**config.mk**
```make
export PLATFORM = sky130hd
export DESIGN_NAME = armleocpu_ptw_flat
export DESIGN_NICKNAME = d
export VERILOG_FILES = /design/src/rtl/armleocpu_ptw_if.sv /design/src/rtl/armleocpu_ptw.sv /design/src/flat_wrapper.sv
export SDC_FILE = /design/constraint.sdc
export NUM_CORES = 1
export LEC_CHECK = 0
export ABC_CLOCK_PERIOD_IN_PS = 4750
export CAP_MARGIN = 10
export CORE_MARGIN = 4
export CORE_UTILIZATION = 40
export DETAILED_ROUTE_END_ITERATION = 10
export HOLD_SLACK_MARGIN = 0.1
export PLACE_DENSITY = 0.77
export SYNTH_ARGS = -nofsm -noshare
export SYNTH_HDL_FRONTEND = slang
export SYNTH_SLANG_ARGS = --single-unit
export TNS_END_PERCENT = 10
```
**constraint.sdc**
```tcl
create_clock -name clk -period 4.75 [get_ports clk]
set_clock_uncertainty 0.1 [all_clocks]
set_input_delay 0.475 -clock clk [delete_from_list [all_inputs] [get_ports clk]]
set_output_delay 0.475 -clock clk [all_outputs]
set_load 0.005 [all_outputs]
```
**src/rtl/armleocpu_ptw_if.sv**
```systemverilog
// Signal bundle between the page-table walker, its TLB client and the Avalon-MM
// memory port. The master modport is the walker side.
interface armleocpu_ptw_if;
    // Handshakes:
    // - TLB side: a walk starts in the cycle where resolve_request and resolve_ack are both 1.
    //   The walker answers once with a resolve_done pulse, carrying the fault flags, metadata and address.
    // - Memory side: avl_read and avl_address stay constant until a cycle with avl_waitrequest low.
    //   That cycle accepts the read and also returns avl_readdata and avl_response.
    logic [21:0] satp_ppn;
    logic        resolve_request;
    logic [19:0] resolve_virtual_address;
    logic        resolve_ack;
    logic        resolve_done;
    logic        resolve_pagefault;
    logic        resolve_accessfault;
    logic [7:0]  resolve_metadata_output;
    logic [21:0] resolve_physical_address;
    logic [33:0] avl_address;
    logic        avl_read;
    logic        avl_waitrequest;
    logic [31:0] avl_readdata;
    logic [1:0]  avl_response;

    modport master (
        input  satp_ppn, resolve_request, resolve_virtual_address,
        input  avl_waitrequest, avl_readdata, avl_response,
        output resolve_ack, resolve_done, resolve_pagefault, resolve_accessfault,
        output resolve_metadata_output, resolve_physical_address,
        output avl_address, avl_read
    );

    modport slave (
        output satp_ppn, resolve_request, resolve_virtual_address,
        output avl_waitrequest, avl_readdata, avl_response,
        input  resolve_ack, resolve_done, resolve_pagefault, resolve_accessfault,
        input  resolve_metadata_output, resolve_physical_address,
        input  avl_address, avl_read
    );
endinterface

```
**src/rtl/armleocpu_ptw.sv**
```systemverilog
// Sv32 two-level hardware page-table walker. It resolves one TLB miss at a time.
// The walk ends in a leaf PTE, a page fault or a memory access fault.
module armleocpu_ptw (
    input  logic                  clk,
    input  logic                  rst_n,
    armleocpu_ptw_if.master       bus,
    output logic                  dbg_state
);

    typedef enum logic {
        IDLE = 1'b0,
        READ = 1'b1
    } state_t;

    state_t      state;
    logic        level;
    logic [21:0] table_base;
    logic [19:0] vpn;

    logic        done_r;
    logic        pagefault_r;
    logic        accessfault_r;
    logic [7:0]  metadata_r;
    logic [21:0] phys_r;

    logic [31:0] pte;
    logic        pte_invalid;
    logic        pte_leaf;
    logic        pte_misaligned;
    logic        beat;
    logic        unused_pte_rsw;

    assign pte            = bus.avl_readdata;
    // Invalid means V clear, or a W-without-R encoding, which is reserved.
    assign pte_invalid    = !pte[0] || (pte[2] && !pte[1]);
    assign pte_leaf       = pte[1] || pte[3];
    assign pte_misaligned = (pte[19:10] != 10'd0);
    assign unused_pte_rsw = ^pte[9:8];
    assign beat           = (state == READ) && !bus.avl_waitrequest;

    assign bus.resolve_ack              = (state == IDLE) && bus.resolve_request;
    assign bus.avl_read                 = (state == READ);
    assign bus.avl_address              = {table_base, (level ? vpn[19:10] : vpn[9:0]), 2'b00};
    assign bus.resolve_done             = done_r;
    assign bus.resolve_pagefault        = pagefault_r;
    assign bus.resolve_accessfault      = accessfault_r;
    assign bus.resolve_metadata_output  = metadata_r;
    assign bus.resolve_physical_address = phys_r;
    assign dbg_state                    = (state == READ);

    always_ff @(posedge clk or negedge rst_n) begin
        if (!rst_n) begin
            state         <= IDLE;
            level         <= 1'b1;
            table_base    <= 22'd0;
            vpn           <= 20'd0;
            done_r        <= 1'b0;
            pagefault_r   <= 1'b0;
            accessfault_r <= 1'b0;
            metadata_r    <= 8'd0;
            phys_r        <= 22'd0;
        end else begin
            done_r <= 1'b0;
            case (state)
                IDLE: begin
                    if (bus.resolve_request) begin
                        vpn        <= bus.resolve_virtual_address;
                        table_base <= bus.satp_ppn;
                        level      <= 1'b1;
                        state      <= READ;
                    end
                end
                READ: begin
                    if (beat) begin
                        if (bus.avl_response != 2'b00) begin
                            done_r        <= 1'b1;
                            accessfault_r <= 1'b1;
                            pagefault_r   <= 1'b0;
                            state         <= IDLE;
                        end else if (pte_invalid) begin
                            done_r        <= 1'b1;
                            accessfault_r <= 1'b0;
                            pagefault_r   <= 1'b1;
                            state         <= IDLE;
                        end else if (pte_leaf) begin
                            done_r        <= 1'b1;
                            accessfault_r <= 1'b0;
                            state         <= IDLE;
                            if (level && pte_misaligned) begin
                                pagefault_r <= 1'b1;
                            end else begin
                                pagefault_r <= 1'b0;
                                metadata_r  <= pte[7:0];
                                // A megapage maps VPN0 straight through to the low PPN bits.
                                phys_r      <= level ? {pte[31:20], vpn[9:0]} : pte[31:10];
                            end
                        end else if (level) begin
                            table_base <= pte[31:10];
                            level      <= 1'b0;
                        end else begin
                            // A pointer found at the last level has nowhere left to go.
                            done_r        <= 1'b1;
                            accessfault_r <= 1'b0;
                            pagefault_r   <= 1'b1;
                            state         <= IDLE;
                        end
                    end
                end
                default: state <= IDLE;
            endcase
        end
    end

endmodule
```
**src/flat_wrapper.sv**
```systemverilog
// flat-port wrapper written by rule: the top's interface ports become plain ports
module armleocpu_ptw_flat 
  (clk, rst_n, dbg_state, bus_satp_ppn, bus_resolve_request, bus_resolve_virtual_address, bus_avl_waitrequest, bus_avl_readdata, bus_avl_response, bus_resolve_ack, bus_resolve_done, bus_resolve_pagefault, bus_resolve_accessfault, bus_resolve_metadata_output, bus_resolve_physical_address, bus_avl_address, bus_avl_read);
  armleocpu_ptw_if bus_i ();
  input  logic clk;
  input  logic rst_n;
  output logic dbg_state;
  input wire logic [$bits(bus_i.satp_ppn)-1:0] bus_satp_ppn;
  input wire logic [$bits(bus_i.resolve_request)-1:0] bus_resolve_request;
  input wire logic [$bits(bus_i.resolve_virtual_address)-1:0] bus_resolve_virtual_address;
  input wire logic [$bits(bus_i.avl_waitrequest)-1:0] bus_avl_waitrequest;
  input wire logic [$bits(bus_i.avl_readdata)-1:0] bus_avl_readdata;
  input wire logic [$bits(bus_i.avl_response)-1:0] bus_avl_response;
  output wire logic [$bits(bus_i.resolve_ack)-1:0] bus_resolve_ack;
  output wire logic [$bits(bus_i.resolve_done)-1:0] bus_resolve_done;
  output wire logic [$bits(bus_i.resolve_pagefault)-1:0] bus_resolve_pagefault;
  output wire logic [$bits(bus_i.resolve_accessfault)-1:0] bus_resolve_accessfault;
  output wire logic [$bits(bus_i.resolve_metadata_output)-1:0] bus_resolve_metadata_output;
  output wire logic [$bits(bus_i.resolve_physical_address)-1:0] bus_resolve_physical_address;
  output wire logic [$bits(bus_i.avl_address)-1:0] bus_avl_address;
  output wire logic [$bits(bus_i.avl_read)-1:0] bus_avl_read;
  assign bus_i.satp_ppn = bus_satp_ppn;
  assign bus_i.resolve_request = bus_resolve_request;
  assign bus_i.resolve_virtual_address = bus_resolve_virtual_address;
  assign bus_i.avl_waitrequest = bus_avl_waitrequest;
  assign bus_i.avl_readdata = bus_avl_readdata;
  assign bus_i.avl_response = bus_avl_response;
  assign bus_resolve_ack = bus_i.resolve_ack;
  assign bus_resolve_done = bus_i.resolve_done;
  assign bus_resolve_pagefault = bus_i.resolve_pagefault;
  assign bus_resolve_accessfault = bus_i.resolve_accessfault;
  assign bus_resolve_metadata_output = bus_i.resolve_metadata_output;
  assign bus_resolve_physical_address = bus_i.resolve_physical_address;
  assign bus_avl_address = bus_i.avl_address;
  assign bus_avl_read = bus_i.avl_read;
  armleocpu_ptw u_core (.clk(clk), .rst_n(rst_n), .bus(bus_i), .dbg_state(dbg_state));
endmodule
```
==> impl_results.md <==
* DR WL/cell at 16.66 µm
* Crit path kind: primary input to flip-flop
* Number of buffers added on ports at 145
* PD cells at 359.3 nW/µm²
* Antenna Nets Post-Route at 0
* Synth Register Bits at 77
* Yosys top cell area share at 56.28%
* Max-Cap Viols at 0
* Post-route clock period utilization at 58.87%
* DIE AREA at 9983 µm²
* Crit end category: flip-flop
* Clk root buf: clkbuf_8
* Initial Util at 41.13%
* P_leak at 2.260 nW
* Vias in the first global route at 2661
* CTS tree: built
* Post-synth ARST share at 100.0%
* Peak supply drop at 198.1 µV
* CTS Hold Buffers Added at 0
* Post-synth cell types at 28
* Initial antenna violation count at 0
* Gr busiest metal: met2
* Total CTS buffers at 9
* Post-route DRC at 0
* Resize count post-CTS at 0
* Die height at 99.92 µm
* Slew Viols, Final at 0
* RePlAce Congestion at 0.7753
* Worst Hold Class: primary input to asynchronous set/reset pin
* Antenna Cells at 0
* Die Span X at 99.92 µm
* Io pins at 150
* Cell area after layout at 5090 µm²
* Cell count after synthesis at 257
* Vias/cell at 4.844
* Primary FF master, synth: dfrtp_1
* CTS sink count at 77
* Synth warn at 0
* Critical path fanouts, max at 30
* TNS Setup at 0 ns
* RSZ-0062 raised after global routing: no
* Setup Buffers After CTS at 0
* Gr usage total at 17.30%
* GR Util met2 at 28.58%
* Clock Latency Late Sink at 0.34 ns
* Cell Area, Synth at 3379 µm²
* Detailed-route via count at 2456
* Post-DP HPWL at 6.114 mm
* Leading area contributor after synthesis: dfrtp_1
* First-pass GRT wire length at 13.47 mm
* Max Root-Sink Buffers at 2
* Final hold vios at 0
* EDFF count, synth at 0
* Clk pin slew, worst setup/hold paths at 0.08 ns
* Worst slew pin tran at 1.096 ns
* FILL cells at 677
* Status: finished clean
* Register area share after synthesis at 57.05%
* Largest net degree at the start of global routing at 78
* Met3 Use GR at 5.490%
* Tmin final at 2.796 ns
* GRT met1 Usage at 21.83%
* Placeable Area at 8217 µm²
* CP required at 4.87 ns
* Layout area overhead at 50.61%
* Remaining global-route overflow at 0
* Detailed-route wire length at 8.446 mm
* Cell Area, Placed at 4898 µm²
* Synth top area cells: dfrtp_1 56%, mux2_2 13%, mux2_1 9.7%, mux2i_1 6.5%, nand2_1 2.7%
* Worst endpoint data arrival time at 2.92 ns
* H-tree levels at 3
* Final setup viols at 0
* Share of cells above drive strength 1 at 15.67%
* 1st-pass router iterations at 4
* Rel. slew slack at 26.80%
* FP Rows at 33
* Fmax at 357.6 MHz
* Fin nets at 477
* CP startpoint kind: primary input
* R2R Setup Slk at 2.24 ns
* Avg Cell Area, Syn at 13.15 µm²
* DR iter-0 viols at 62
[path summary, 6_finish.rpt]
kind / from / depth (start not counted) / to
max in group asynchronous: rst_n / 1 / u_core.vpn[12]$_DFFE_PN0P_
max reg2reg: u_core.bus.avl_read$_DFF_PN0_ / 4 / u_core.bus.resolve_physical_address[10]$_DFFE_PN0P_
min reg2reg: u_core.bus.resolve_metadata_output[0]$_DFFE_PN0P_ / 1 / u_core.bus.resolve_metadata_output[0]$_DFFE_PN0P_
min in group clk: u_core.bus.resolve_metadata_output[0]$_DFFE_PN0P_ / 1 / u_core.bus.resolve_metadata_output[0]$_DFFE_PN0P_
max: bus_avl_response[1] / 5 / u_core.bus.resolve_physical_address[10]$_DFFE_PN0P_
min: rst_n / 1 / u_core.bus.resolve_physical_address[11]$_DFFE_PN0P_
[synth_stat cells, types with 4 or more instances]
cell	count
buf_4	6
dfrtp_1	76
clkbuf_1	4
buf_2	9
nor2_1	4
nand2_1	24
mux2_1	29
o21ai_1	17
mux2i_1	22
mux2_2	40
o21ai_0	6
[kinds of logic (layout without fill, tap and decap cells)]
family	after synthesis	count (layout)	share of synthesized area [%]
flops	77	77	57.05
simple gates	36	36	4.887
mux	91	91	29.51
compound gates	31	31	5.110
other cells	1	2	0.1110
buf+inv	21	165	3.332
[routing by layer]
metal / wire [µm] / up-vias / part of all wire, %
li1: - / 1178 / -
met3: 593 / 10 / 7.0
met5: 0 / - / 0
met2: 4125 / 89 / 49
met4: 86 / 0 / 1.0
met1: 3640 / 1179 / 43
[registers in the layout, summed over array words and instances (netlist names)]
signal / flops
u_core.bus.resolve_physical_address: 22
u_core.table_base: 22
u_core.vpn: 20
u_core.bus.resolve_metadata_output: 8
u_core.bus.avl_read: 1
u_core.bus.resolve_accessfault: 1
u_core.bus.resolve_done: 1
u_core.bus.resolve_pagefault: 1
u_core.level: 1
[area by class of cell]
type	instances	area (µm²)	share of cell area, %
Clock inverter	6	63.81	1.254
Inverter	2	7.507	0.1475
Clock buffer	10	127.6	2.507
Sequential cell	77	1928	37.88
Tap cell	105	131.4	2.581
Multi-Input combinational cell	160	1368	26.87
Timing Repair Buffer	147	1464	28.76
[cells in the final DEF (no fill, tap or decap), types with 3 or more instances in the layout]
cell type and count:
clkdlybuf4s50_1 144, dfrtp_1 76, mux2_2 40, mux2_1 29, nand2_1 24, mux2i_1 22
o21ai_1 17, clkbuf_8 9, o21ai_0 6, nor2_1 4, buf_4 3
[worst max-delay path, stage by stage]
cell and delay [ns]:
clkdlybuf4s50_1 0.44, nor4b_2 0.51, o211ai_1 0.23, a21oi_4 0.87, mux2_1 0.39
[metrics by stage]
stage | cells | hold WS [ns] | utilization [%] | worst slack [ns] | power [mW]
after detailed placement | 491 | 0.3669 | 59.62 | 1.496 | 1.367
after global routing | 507 | 0.2601 | 61.95 | 1.739 | 1.936
after global placement | 491 | 0.3500 | 59.62 | 1.554 | 1.350
final | 507 | 0.1760 | 61.95 | 1.954 | 1.829
after floorplan | 258 | 0.07941 | - | 2.618 | 1.046
after CTS | 507 | 0.2208 | 61.95 | 1.872 | 1.853
[power by group]
group,internal [mW],switching (mW),leakage (nW),total [mW]
Combinational,0.338,0.173,1.19,0.511
Clock,0.242,0.241,0.0923,0.482
Sequential,0.770,0.0656,0.980,0.836
(Power assumes the default switching activity.)
